--- src/rtl/sev_seg_scan_ctrl.sv ---
// Time-multiplexed seven-segment scan controller with guard blanking and frame-aligned loads.
// Optional leading-zero blanking: define SEV_SEG_LEADING_ZERO_BLANK_EN.
module sev_seg_scan_ctrl #(
  parameter int NUM_DIGITS   = 4,
  parameter int PRESCALE     = 1000,
  parameter int BLANK_CYCLES = 8
) (
  input  logic                    clk,
  input  logic                    rst_n,
  input  logic                    enable,
  input  logic [4*NUM_DIGITS-1:0] load_data,
  input  logic                    load_valid,
  output logic                    load_ready,
  output logic [3:0]              data,
  output logic [NUM_DIGITS-1:0]   digit_en_n,
  output logic                    frame_done
);

  localparam int DW = 4 * NUM_DIGITS;
  localparam int CW = $clog2(PRESCALE);
  localparam int IW = $clog2(NUM_DIGITS);

  localparam logic [CW-1:0] BLANK_LAST = CW'(BLANK_CYCLES - 1);
  localparam logic [CW-1:0] SHOW_LAST  = CW'(PRESCALE - BLANK_CYCLES - 1);
  localparam logic [IW-1:0] IDX_LAST   = IW'(NUM_DIGITS - 1);

  typedef enum logic {
    ST_BLANK,
    ST_SHOW
  } state_t;

  state_t                state_q, state_d;
  logic [CW-1:0]         cnt_q, cnt_d;
  logic [IW-1:0]         idx_q, idx_d;
  logic [DW-1:0]         shadow_q, shadow_d;
  logic [DW-1:0]         pending_q, pending_d;
  logic                  pend_full_q, pend_full_d;
  logic [3:0]            data_q, data_d;
  logic [NUM_DIGITS-1:0] digit_en_n_q, digit_en_n_d;
  logic                  frame_done_q, frame_done_d;

  logic [NUM_DIGITS-1:0] hide;
  logic                  accept;
  logic                  idx_wrap;

  function automatic logic [3:0] digit_of(input logic [DW-1:0] vec, input logic [IW-1:0] sel);
    digit_of = 4'd0;
    for (int k = 0; k < NUM_DIGITS; k++) begin
      if (sel == IW'(k)) digit_of = vec[4*k +: 4];
    end
  endfunction

`ifdef SEV_SEG_LEADING_ZERO_BLANK_EN
  logic upper_zero;

  // A digit is hidden when it and every more-significant digit are zero; digit 0 always shows.
  always_comb begin
    hide       = '0;
    upper_zero = 1'b1;
    for (int k = NUM_DIGITS - 1; k >= 1; k--) begin
      upper_zero = upper_zero && (shadow_q[4*k +: 4] == 4'd0);
      hide[k]    = upper_zero;
    end
  end
`else
  always_comb begin
    hide = '0;
  end
`endif

  assign accept   = load_valid && !pend_full_q;
  assign idx_wrap = (idx_q == IDX_LAST);

  always_comb begin
    // NOTE: every _d starts from its hold value, so no branch can leave a variable unassigned and infer a latch.
    state_d      = state_q;
    cnt_d        = cnt_q;
    idx_d        = idx_q;
    shadow_d     = shadow_q;
    pending_d    = pending_q;
    pend_full_d  = pend_full_q;
    data_d       = data_q;
    digit_en_n_d = digit_en_n_q;
    frame_done_d = 1'b0;

    if (accept) begin
      pending_d   = load_data;
      pend_full_d = 1'b1;
    end

    if (!enable) begin
      state_d      = ST_BLANK;
      cnt_d        = '0;
      idx_d        = '0;
      digit_en_n_d = '1;
      if (pend_full_q) begin
        shadow_d    = pending_q;
        pend_full_d = 1'b0;
      end
      data_d = digit_of(shadow_d, '0);
    end else begin
      unique case (state_q)
        ST_BLANK: begin
          data_d = digit_of(shadow_q, idx_q);
          if (cnt_q == BLANK_LAST) begin
            state_d = ST_SHOW;
            cnt_d   = '0;
            for (int k = 0; k < NUM_DIGITS; k++) begin
              if (idx_q == IW'(k) && !hide[k]) digit_en_n_d[k] = 1'b0;
            end
          end else begin
            cnt_d = cnt_q + CW'(1);
          end
        end

        ST_SHOW: begin
          if (cnt_q == SHOW_LAST) begin
            state_d      = ST_BLANK;
            cnt_d        = '0;
            digit_en_n_d = '1;
            if (idx_wrap) begin
              // Frame boundary: the only point a pending value may replace the shadow.
              idx_d        = '0;
              frame_done_d = 1'b1;
              if (pend_full_q) begin
                shadow_d    = pending_q;
                pend_full_d = 1'b0;
              end
            end else begin
              idx_d = idx_q + IW'(1);
            end
            data_d = digit_of(shadow_d, idx_d);
          end else begin
            cnt_d = cnt_q + CW'(1);
          end
        end

        default: begin
          state_d = ST_BLANK;
          cnt_d   = '0;
        end
      endcase
    end
  end

  always_ff @(posedge clk or negedge rst_n) begin
    if (!rst_n) begin
      state_q      <= ST_BLANK;
      cnt_q        <= '0;
      idx_q        <= '0;
      shadow_q     <= '0;
      pending_q    <= '0;
      pend_full_q  <= 1'b0;
      data_q       <= 4'd0;
      digit_en_n_q <= '1;
      frame_done_q <= 1'b0;
    end else begin
      // NOTE: non-blocking so every register samples pre-edge values and updates together.
      state_q      <= state_d;
      cnt_q        <= cnt_d;
      idx_q        <= idx_d;
      shadow_q     <= shadow_d;
      pending_q    <= pending_d;
      pend_full_q  <= pend_full_d;
      data_q       <= data_d;
      digit_en_n_q <= digit_en_n_d;
      frame_done_q <= frame_done_d;
    end
  end

  assign load_ready = !pend_full_q;
  assign data       = data_q;
  assign digit_en_n = digit_en_n_q;
  assign frame_done = frame_done_q;

endmodule
--- config.mk ---
export PLATFORM = sky130hd
export DESIGN_NAME = sev_seg_scan_ctrl
export DESIGN_NICKNAME = d
export VERILOG_FILES = /design/src/rtl/sev_seg_scan_ctrl.sv
export SDC_FILE = /design/constraint.sdc
export NUM_CORES = 1
export LEC_CHECK = 0
export ABC_AREA = 1
export BUFFER_PORTS_ARGS = -buffer_cell sky130_fd_sc_hd__clkbuf_2
export CAP_MARGIN = 20
export CORE_MARGIN = 4
export CORE_UTILIZATION = 59
export CTS_CLUSTER_DIAMETER = 120
export CTS_CLUSTER_SIZE = 10
export DETAILED_ROUTE_END_ITERATION = 8
export PLACE_DENSITY = 0.76
export RECOVER_POWER = 50
export SLEW_MARGIN = 20
export SYNTH_ARGS = -nofsm -noshare
export SYNTH_HDL_FRONTEND = slang
export SYNTH_SLANG_ARGS = --single-unit
--- constraint.sdc ---
create_clock -name clk -period 2.32 [get_ports clk]
set_clock_uncertainty 0.15 [all_clocks]
set_input_delay 0.116 -clock clk [delete_from_list [all_inputs] [get_ports clk]]
set_output_delay 0.116 -clock clk [all_outputs]
set_load 0.05 [all_outputs]
==> results of run 1 <==
power groups by stage:
stage          clock (mW)  combinational [mW]  sequential, mW
2_1_floorplan           0               0.623            1.39
5_1_grt             0.574                1.04            1.37
4_1_cts             0.541               0.932            1.34
3_3_place_gp            0               0.878            1.34
3_5_place_dp            0               0.905            1.35
6_report            0.527               0.928            1.34
final cells by class:
type / count / area [um^2] / share of cell area
Timing Repair Buffer: 54 / 367 / 0.102
Clock buffer: 6 / 72.6 / 0.0202
Tap cell: 70 / 87.6 / 0.0244
Sequential cell: 55 / 1380 / 0.385
Clock inverter: 2 / 12.5 / 0.00349
Inverter: 46 / 173 / 0.0482
Multi-Input combinational cell: 298 / 1490 / 0.416
cells by family (layout without fill, tap and decap cells):
kind of cell	after synthesis	in the layout	synth area share
buffers and inverters	59	108	0.0753
muxes	8	8	0.0290
adders and majority gates	6	6	0.0242
AOI/OAI and AO/OA	56	56	0.109
xor gates and xnor gates	3	3	0.00846
DFF	55	55	0.445
and+or+nand+nor	225	225	0.310
repair_timing:
action                                 4_1_cts  5_1_grt
buffers inserted                             0        0
hold buffers                                17        0
resized for setup                            0        0
endpoints found under the hold margin       67        0
worst register-to-register path: cells and delay by family, from the launching register on:
| kind | cells | cell delay [ns] |
|---|---|---|
| DFF | 1 | 0.44 |
| AOI/OAI and AO/OA | 2 | 0.40 |
| and+or+nand+nor | 5 | 0.75 |
| adders and majority gates | 1 | 0.21 |
how the worst max path moves through the flow:
| stage | from | endpoint | slack [ns] |
|---|---|---|---|
| floorplan | cnt_q[0]$_DFF_PN0_ | shadow_q[3]$_DFFE_PN0P_ | 0.56 |
| global placement | cnt_q[0]$_DFF_PN0_ | shadow_q[13]$_DFFE_PN0P_ | 0.39 |
| detailed placement | cnt_q[0]$_DFF_PN0_ | shadow_q[1]$_DFFE_PN0P_ | 0.30 |
| CTS | cnt_q[0]$_DFF_PN0_ | shadow_q[1]$_DFFE_PN0P_ | 0.28 |
| global route | cnt_q[0]$_DFF_PN0_ | shadow_q[12]$_DFFE_PN0P_ | 0.16 |
| finish | cnt_q[0]$_DFF_PN0_ | shadow_q[1]$_DFFE_PN0P_ | 0.26 |
registers in the layout, indices dropped and copies added (netlist names):
name         count
data             4
frame_done       1
idx_q            2
digit_en_n       4
pending_q       16
state_q          1
pend_full_q      1
cnt_q           10
shadow_q        16
cell usage in the layout, fill, tap and decap left out, drive strengths merged:
master / instances
a21oi: 34
a41oi: 1
and2: 3
buf: 7
clkbuf: 36
clkinv: 1
clkinvlp: 1
dfrtp: 51
dfstp: 4
dlygate4sd3: 17
ha: 6
inv: 46
mux2: 8
nand2: 122
nand3: 52
nand4: 1
nor2: 40
nor3: 3
nor3b: 1
o211ai: 5
o21ai: 15
o41ai: 1
or2: 3
xor2: 3
stage by stage:
stage               hold slack (ns)  cells
finish                       0.0706    531
global placement              0.133    506
detailed placement            0.145    506
global route                 0.0706    531
floorplan                    -0.330    412
CTS                          0.0624    531
metal layers:
metal | part of all wire | vias to the layer above | global-route usage
met5 | 0 | - | 0
met4 | 0.024 | 0 | 0.0963
met3 | 0.041 | 17 | 0.0359
met2 | 0.49 | 79 | 0.417
met1 | 0.45 | 1306 | 0.310
li1 | - | 1420 | -
==> flow_summary.json, run 1 <==
{
  "area_growth_pct": 15.4,
  "swShare": 0.380,
  "rrSetupSlack_ns": 0.26,
  "grt_pass1_vias": 2752,
  "dp_slack_ns": 0.301,
  "cp.arrival_ns": 2.11,
  "ys_async_sr_fraction": 1.00,
  "powerDensity_nw_per_um2": 780,
  "r2r_end": "shadow_q[1]$_DFFE_PN0P_",
  "critPathKind": "register to register",
  "power_frac_seq": 0.480,
  "finalCritPeriodShare": 0.886,
  "tightest_slew_ns": 1.35,
  "status": "completed",
  "slew_viol_final": 0,
  "crit_required_ns": 2.37,
  "timing.setup.tns_ns": 0,
  "cts_root_buf": "clkbuf_8",
  "path_clk_slew_ns": 0.10,
  "worst-path-stages": 8,
  "first_pass_iters": 4,
  "p_int_mw": 1.73,
  "hold_start": "load_valid",
  "yosysSeqAreaShare": 0.445,
  "critPathCaptureType": "register",
  "drive_above_1_share": 0.148,
  "grt_first_pass_wirelength_um": 12400,
  "path_max_fanout": 16,
  "grt_max_degree": 56,
  "nets": 486,
  "crit_family": "simple AND/OR/NAND/NOR gates",
  "ys_ff_latch": 55,
  "port_buffers": 29,
  "die_h_um": 80.6,
  "whs_path_depth": 3,
  "yosysTopAreaCell": "dfrtp_1",
  "power_switching_mw": 1.06,
  "grtUsageTotal": 0.244,
  "ant_nets": 0,
  "numCtsBuffers": 5,
  "diodes": 0,
  "wire_per_inst_um": 13.6,
  "synth_most_common_cell": "nand2_1",
  "max_freq_mhz": 487,
  "path_buf_inv": 0,
  "start_kind": "register",
  "p_leak_nw": 1.79,
  "utilization": 0.702,
  "r2r_cells": 8,
  "synth_fp_nets": 438,
  "total_power_mw": 2.80,
  "synthFlopType": "dfrtp_1",
  "synth-edff-count": 0,
  "clockBufferDepth": 2,
  "min_period_ns": 2.06,
  "p_clk_frac": 0.188,
  "fill_cells": 435,
  "cts_tree": "yes",
  "grt-ovfl-total": 0,
  "rsz0062_at_grt": "no",
  "ir_worst_vdd_v": 0.000561,
  "finalHoldViolCount": 0,
  "cp_slowest_cell": "dfrtp_1",
  "die_area_um2": 6490,
  "maxCapViolCount": 0,
  "synthDistinctLibCells": 30,
  "setup_violations": 0,
  "crit_chain": "ha_1 > nand2_2 > nor2_4 > nand3_2 > o21ai_4 > nand2_4 > nor2_1 > a21oi_2",
  "drcViolationCount": 0,
  "worst_slack_ns": 0.265,
  "cts.sinks": 55,
  "r2r_start": "cnt_q[0]$_DFF_PN0_",
  "hpwl_um": 5240,
  "synthTopCellsByArea": "dfrtp_1, nand2_1, nand3_1",
  "synth_area_um2": 3110,
  "p_comb_frac": 0.332,
  "slew_headroom": 0.0998,
  "design_area_um2": 3580,
  "htreeDepth": 2,
  "fp.dieW_um": 80.6,
  "dpl_cell_area_um2": 3340,
  "start_util": 0.608,
  "core_um2": 5110,
  "synth_top_cell_area_share": 0.411,
  "holdPathEnd": "pending_q[10]$_DFFE_PN0P_",
  "hold_class": "input port to register",
  "num_rows": 26,
  "totalWireLength_um": 7240,
  "dr.first_iter.drc_count": 213,
  "yosysWarnings": 0,
  "ios": 30,
  "synth_cells": 412,
  "vias": 2822,
  "clk_latency_ns": 0.31,
  "antenna_found_initial": 0,
  "vias_per_cell": 5.31,
  "yosys-top-cells-count": "nand2_1, dfrtp_1, nand3_1, inv_1, nor2_1",
  "gp_congestion": 0.906,
  "syn_avg_cell_area_um2": 7.54,
  "cpPeakStageDelay_ns": 0.44
}
Note: power is estimated with default switching activity, not from simulation.
==> run 2: changes to the inputs <==
--- a/config.mk
+++ b/config.mk
@@ -15,6 +15,7 @@
 export DETAILED_ROUTE_END_ITERATION = 8
 export PLACE_DENSITY = 0.76
 export RECOVER_POWER = 50
+export REMOVE_ABC_BUFFERS = 1
 export SLEW_MARGIN = 20
 export SYNTH_ARGS = -nofsm -noshare
 export SYNTH_HDL_FRONTEND = slang
==> flow_summary.json, run 2 (synthesis gave the netlist of run 1 again) <==
{
  "ir_worst_vdd_v": 0.000524,
  "ant_nets": 0,
  "cts.sinks": 55,
  "crit_required_ns": 2.36,
  "nets": 487,
  "reg.largest.list": "pending_q (16), shadow_q (16), cnt_q (10)",
  "die_h_um": 80.6,
  "rsz0062_at_grt": "no",
  "status": "completed",
  "cts_tree": "yes",
  "slew_viol_final": 0,
  "grt-ovfl-total": 0,
  "fill_cells": 430,
  "p_leak_nw": 1.80,
  "mostFrequentLayoutCells": "nand2_1, nand3_1, dfrtp_1",
  "critPathKind": "register to register",
  "max_freq_mhz": 484,
  "dr.first_iter.drc_count": 247,
  "grt_max_degree": 26,
  "diodes": 0,
  "holdWs_ns": 0.105,
  "port_buffers": 29,
  "path_clk_slew_ns": 0.09,
  "grtUsageTotal": 0.241,
  "num_rows": 26,
  "final_common_cell": "nand2_1",
  "htreeDepth": 2,
  "cts_resized": 0,
  "powerDensity_nw_per_um2": 767,
  "area_growth_pct": 15.4,
  "dp_slack_ns": 0.303,
  "setup_violations": 0,
  "place_inst": 507,
  "clockBufferDepth": 2,
  "grt_first_pass_wirelength_um": 12100,
  "min_period_ns": 2.06,
  "start_util": 0.608,
  "grt_pass1_vias": 2669,
  "wire_per_inst_um": 13.3,
  "clk_latency_ns": 0.30,
  "maxCapViolCount": 0,
  "finalCritPeriodShare": 0.890,
  "first_pass_iters": 4,
  "die_area_um2": 6490,
  "fin_cells": 532,
  "fp.dieW_um": 80.6,
  "cp.arrival_ns": 2.11,
  "vias": 2802,
  "totalWireLength_um": 7070,
  "post_cts_buffers": 0,
  "ios": 30,
  "regArea_um2": 1380,
  "finalHoldViolCount": 0,
  "hpwl_um": 5190,
  "timing.setup.tns_ns": 0,
  "antenna_found_initial": 0,
  "vias_per_cell": 5.27,
  "cts_root_buf": "clkbuf_8",
  "core_um2": 5110,
  "worst_slack_ns": 0.256,
  "path_max_fanout": 16,
  "critPathCaptureType": "register",
  "tightest_slew_ns": 1.06,
  "slew_headroom": 0.296,
  "drcViolationCount": 0,
  "start_kind": "register",
  "drive_above_1_share": 0.145,
  "multi_input_area_um2": 1490,
  "gp_congestion": 0.995,
  "numCtsBuffers": 5,
  "hold_class": "input port to register",
  "total_power_mw": 2.75
}
-- run 2: cell types whose count changed in the layout (fill, tap and decap cells not counted), sizes merged --
cell,delta
clkinvlp,-1
clkbuf,+2
-- run 2: metrics by stage --
stage               instance area (um^2)   util
global route                        3580  0.702
global placement                    3350  0.655
floorplan                           3050      -
detailed placement                  3350  0.655
CTS                                 3600  0.704
finish                              3580  0.702
-- run 2: routing by layer --
metal | vias to the layer above | wire [um] | global-route usage
met5 | - | 0 | 0
met4 | 0 | 95 | 0.0608
met3 | 9 | 352 | 0.0359
met2 | 83 | 3440 | 0.413
met1 | 1294 | 3190 | 0.320
li1 | 1416 | - | -
-- run 2: path summary, 6_finish.rpt --
| check | slack, ns | from | cells past startpoint | end |
|---|---|---|---|---|
| worst max-delay path | 0.26 | cnt_q[0]$_DFF_PN0_ | 8 | shadow_q[1]$_DFFE_PN0P_ |
| worst min-delay path | 0.10 | enable | 3 | idx_q[0]$_DFFE_PN0P_ |
| worst max register to register | 0.26 | cnt_q[0]$_DFF_PN0_ | 8 | shadow_q[1]$_DFFE_PN0P_ |
| worst min register to register | 0.31 | digit_en_n[2]$_DFFE_PN1P_ | 2 | digit_en_n[2]$_DFFE_PN1P_ |
| max in group asynchronous | 0.61 | rst_n | 3 | shadow_q[11]$_DFFE_PN0P_ |
| min in group asynchronous | 0.36 | rst_n | 2 | state_q$_DFF_PN0_ |
-- run 2: cell type report --
| class | count | share of cell area |
|---|---|---|
| Timing Repair Buffer | 55 | 0.103 |
| Multi-Input combinational cell | 298 | 0.416 |
| Inverter | 46 | 0.0482 |
| Sequential cell | 55 | 0.385 |
| Clock buffer | 7 | 0.0213 |
| Tap cell | 70 | 0.0244 |
| Clock inverter | 1 | 0.00140 |
-- run 2: where the power goes --
group	leakage (nW)	internal (mW)	total [mW]	switching, mW
registers	0.658	1.19	1.32	0.137
logic	1.10	0.335	0.917	0.582
clock network	0.0422	0.213	0.507	0.295
-- run 2: critical path, cell delays in order, from the launching register on --
cell and delay, ns:
dfrtp_1 0.44, ha_1 0.22, nand2_2 0.10, nor2_4 0.15, nand3_2 0.10, o21ai_4 0.34, nand2_4 0.22, nor2_1 0.18
a21oi_2 0.04
-- run 2: timing repair --
action | 4_1_cts | 5_1_grt
hold buffers | 17 | 0
endpoints found under the setup margin | 0 | 0
hold endpoints to repair | 34 | 0
==> run 3: changes to the inputs <==
--- a/config.mk
+++ b/config.mk
@@ -13,6 +13,7 @@
 export CTS_CLUSTER_DIAMETER = 120
 export CTS_CLUSTER_SIZE = 10
 export DETAILED_ROUTE_END_ITERATION = 8
+export GPL_TIMING_DRIVEN = 0
 export PLACE_DENSITY = 0.76
 export RECOVER_POWER = 50
 export REMOVE_ABC_BUFFERS = 1
==> constraint.sdc (replaced) <==
create_clock -name clk -period 2.32 [get_ports clk]
set_clock_uncertainty 0.15 [all_clocks]
set_input_delay 0.116 -clock clk [delete_from_list [all_inputs] [get_ports clk]]
set_output_delay 0.116 -clock clk [all_outputs]
set_load 0.1 [all_outputs]
==> flow_summary.json, run 3 (synthesis gave the netlist of run 1 again) <==
{
  "maxCapViolCount": 0,
  "rsz0062_at_grt": "no",
  "fp.dieW_um": 80.6,
  "nets": 478,
  "grt_max_degree": 56,
  "grtUsageTotal": 0.243,
  "p_clk_frac": 0.200,
  "crit_required_ns": 2.37,
  "powerDensity_nw_per_um2": 825,
  "core_um2": 5110,
  "design_area_um2": 3560,
  "finalHoldViolCount": 0,
  "htreeDepth": 2,
  "tightest_slew_ns": 1.34,
  "cts_root_buf": "clkbuf_8",
  "p_int_mw": 1.79,
  "path_buf_inv": 1,
  "grt-ovfl-total": 0,
  "mostFrequentLayoutCells": "nand2_1, nand3_1, dfrtp_1",
  "gp_congestion": 0.864,
  "dp_slack_ns": -0.383,
  "holdWs_ns": 0.0804,
  "crit_chain": "ha_2 > inv_1 > nand2_1 > nand2_4 > nor2_1 > a21oi_2",
  "grt_busiest_layer": "met2",
  "numCtsBuffers": 5,
  "path_max_fanout": 24,
  "path_clk_slew_ns": 0.10,
  "clk_latency_ns": 0.31,
  "ant_nets": 0,
  "diodes": 0,
  "die_area_um2": 6490,
  "timing.setup.tns_ns": 0,
  "slew_viol_final": 0,
  "hpwl_um": 4730,
  "cts.sinks": 55,
  "worst_slack_ns": 0.147,
  "port_buffers": 29,
  "hold_class": "input port to register",
  "vias": 2789,
  "ios": 30,
  "antenna_found_initial": 0,
  "dr.first_iter.drc_count": 234,
  "cts_tree": "yes",
  "start_util": 0.608,
  "power_frac_seq": 0.462,
  "critPathCaptureType": "register",
  "slew_headroom": 0.105,
  "drive_above_1_share": 0.148,
  "p_comb_frac": 0.338,
  "cpPeakStageDelay_ns": 0.50,
  "wire_per_inst_um": 13.4,
  "cp.arrival_ns": 2.23,
  "min_period_ns": 2.17,
  "area_growth_pct": 14.7,
  "fill_cells": 460,
  "die_h_um": 80.6,
  "grt_first_pass_wirelength_um": 12300,
  "max_freq_mhz": 460,
  "power_switching_mw": 1.15,
  "critPathKind": "register to register",
  "met1_usage": 0.325,
  "ir_worst_vdd_v": 0.000676,
  "utilization": 0.697,
  "vias_per_cell": 5.33,
  "clockBufferDepth": 2,
  "first_pass_iters": 5,
  "grt_util_met3": 0.0381,
  "setup_violations": 0,
  "dpl_cell_area_um2": 3280,
  "p_leak_nw": 1.77,
  "num_rows": 26,
  "grt_pass1_vias": 2725,
  "reg.largest.list": "pending_q (16), shadow_q (16), cnt_q (10)",
  "status": "completed",
  "met2_usage": 0.407,
  "crit_family": "simple AND/OR/NAND/NOR gates",
  "cp_slowest_cell": "ha_2",
  "final_common_cell": "nand2_1",
  "totalWireLength_um": 7010,
  "start_kind": "register",
  "post_cts_buffers": 0,
  "drcViolationCount": 0,
  "swShare": 0.391,
  "finalCritPeriodShare": 0.936
}
[run 3: cell count changes in the layout (fill, tap and decap cells not counted), sizes merged]
cell / previous run / this run
clkinvlp: 0 / 1
buf: 7 / 0
inv: 46 / 45
clkinv: 1 / 0
clkbuf: 38 / 37
[run 3: path summary, 6_finish.rpt]
kind | start | endpoint | slack, ns | cells after the start
worst max register to register | idx_q[0]$_DFFE_PN0P_ | shadow_q[0]$_DFFE_PN0P_ | 0.15 | 6
max in group asynchronous | rst_n | pend_full_q$_DFF_PN0_ | 0.63 | 2
min in group asynchronous | rst_n | cnt_q[0]$_DFF_PN0_ | 0.47 | 2
worst min-delay path | load_valid | pend_full_q$_DFF_PN0_ | 0.08 | 3
worst max-delay path | idx_q[0]$_DFFE_PN0P_ | shadow_q[0]$_DFFE_PN0P_ | 0.15 | 6
worst min register to register | digit_en_n[2]$_DFFE_PN1P_ | digit_en_n[2]$_DFFE_PN1P_ | 0.32 | 2
[run 3: through the flow]
stage,power [mW],instances
floorplan,2.11,399
global placement,2.30,498
detailed placement,2.33,498
CTS,2.95,523
global route,3.14,523
finish,2.94,523
[run 3: metal layers]
layer,vias to the layer above,part of all wire,wire [um]
li1,1398,-,-
met1,1304,0.46,3200
met2,72,0.48,3350
met3,15,0.049,343
met4,0,0.017,116
met5,-,0,0
[run 3: final cells by class]
| cell class | instances | area [um^2] | share of cell area |
|---|---|---|---|
| multi-input cells | 298 | 1500 | 0.422 |
| flip-flops and latches | 55 | 1380 | 0.388 |
| repair buffers | 46 | 312 | 0.0875 |
| inverters | 46 | 176 | 0.0495 |
| clock buffers | 8 | 100 | 0.0281 |
| well taps | 70 | 87.6 | 0.0246 |
[run 3: tightest hold or removal path: stages]
cell and delay [ns]:
clkbuf_2 0.10, nand2_4 0.17, nand2_1 0.12
[run 3: what timing repair did]
| item | in CTS | in global routing |
|---|---|---|
| endpoints found under the setup margin | 31 | 9 |
| endpoints found under the hold margin | 67 | 0 |
| hold buffers | 17 | 0 |
| gates resized for setup | 5 | 1 |
[run 3: power by group through the flow]
stage          clock network (mW)  logic [mW]  registers, mW
2_1_floorplan                   0       0.611           1.50
3_3_place_gp                    0       0.937           1.36
3_5_place_dp                    0       0.965           1.37
4_1_cts                     0.597       0.996           1.36
5_1_grt                     0.636        1.11           1.39
6_report                    0.588       0.992           1.36
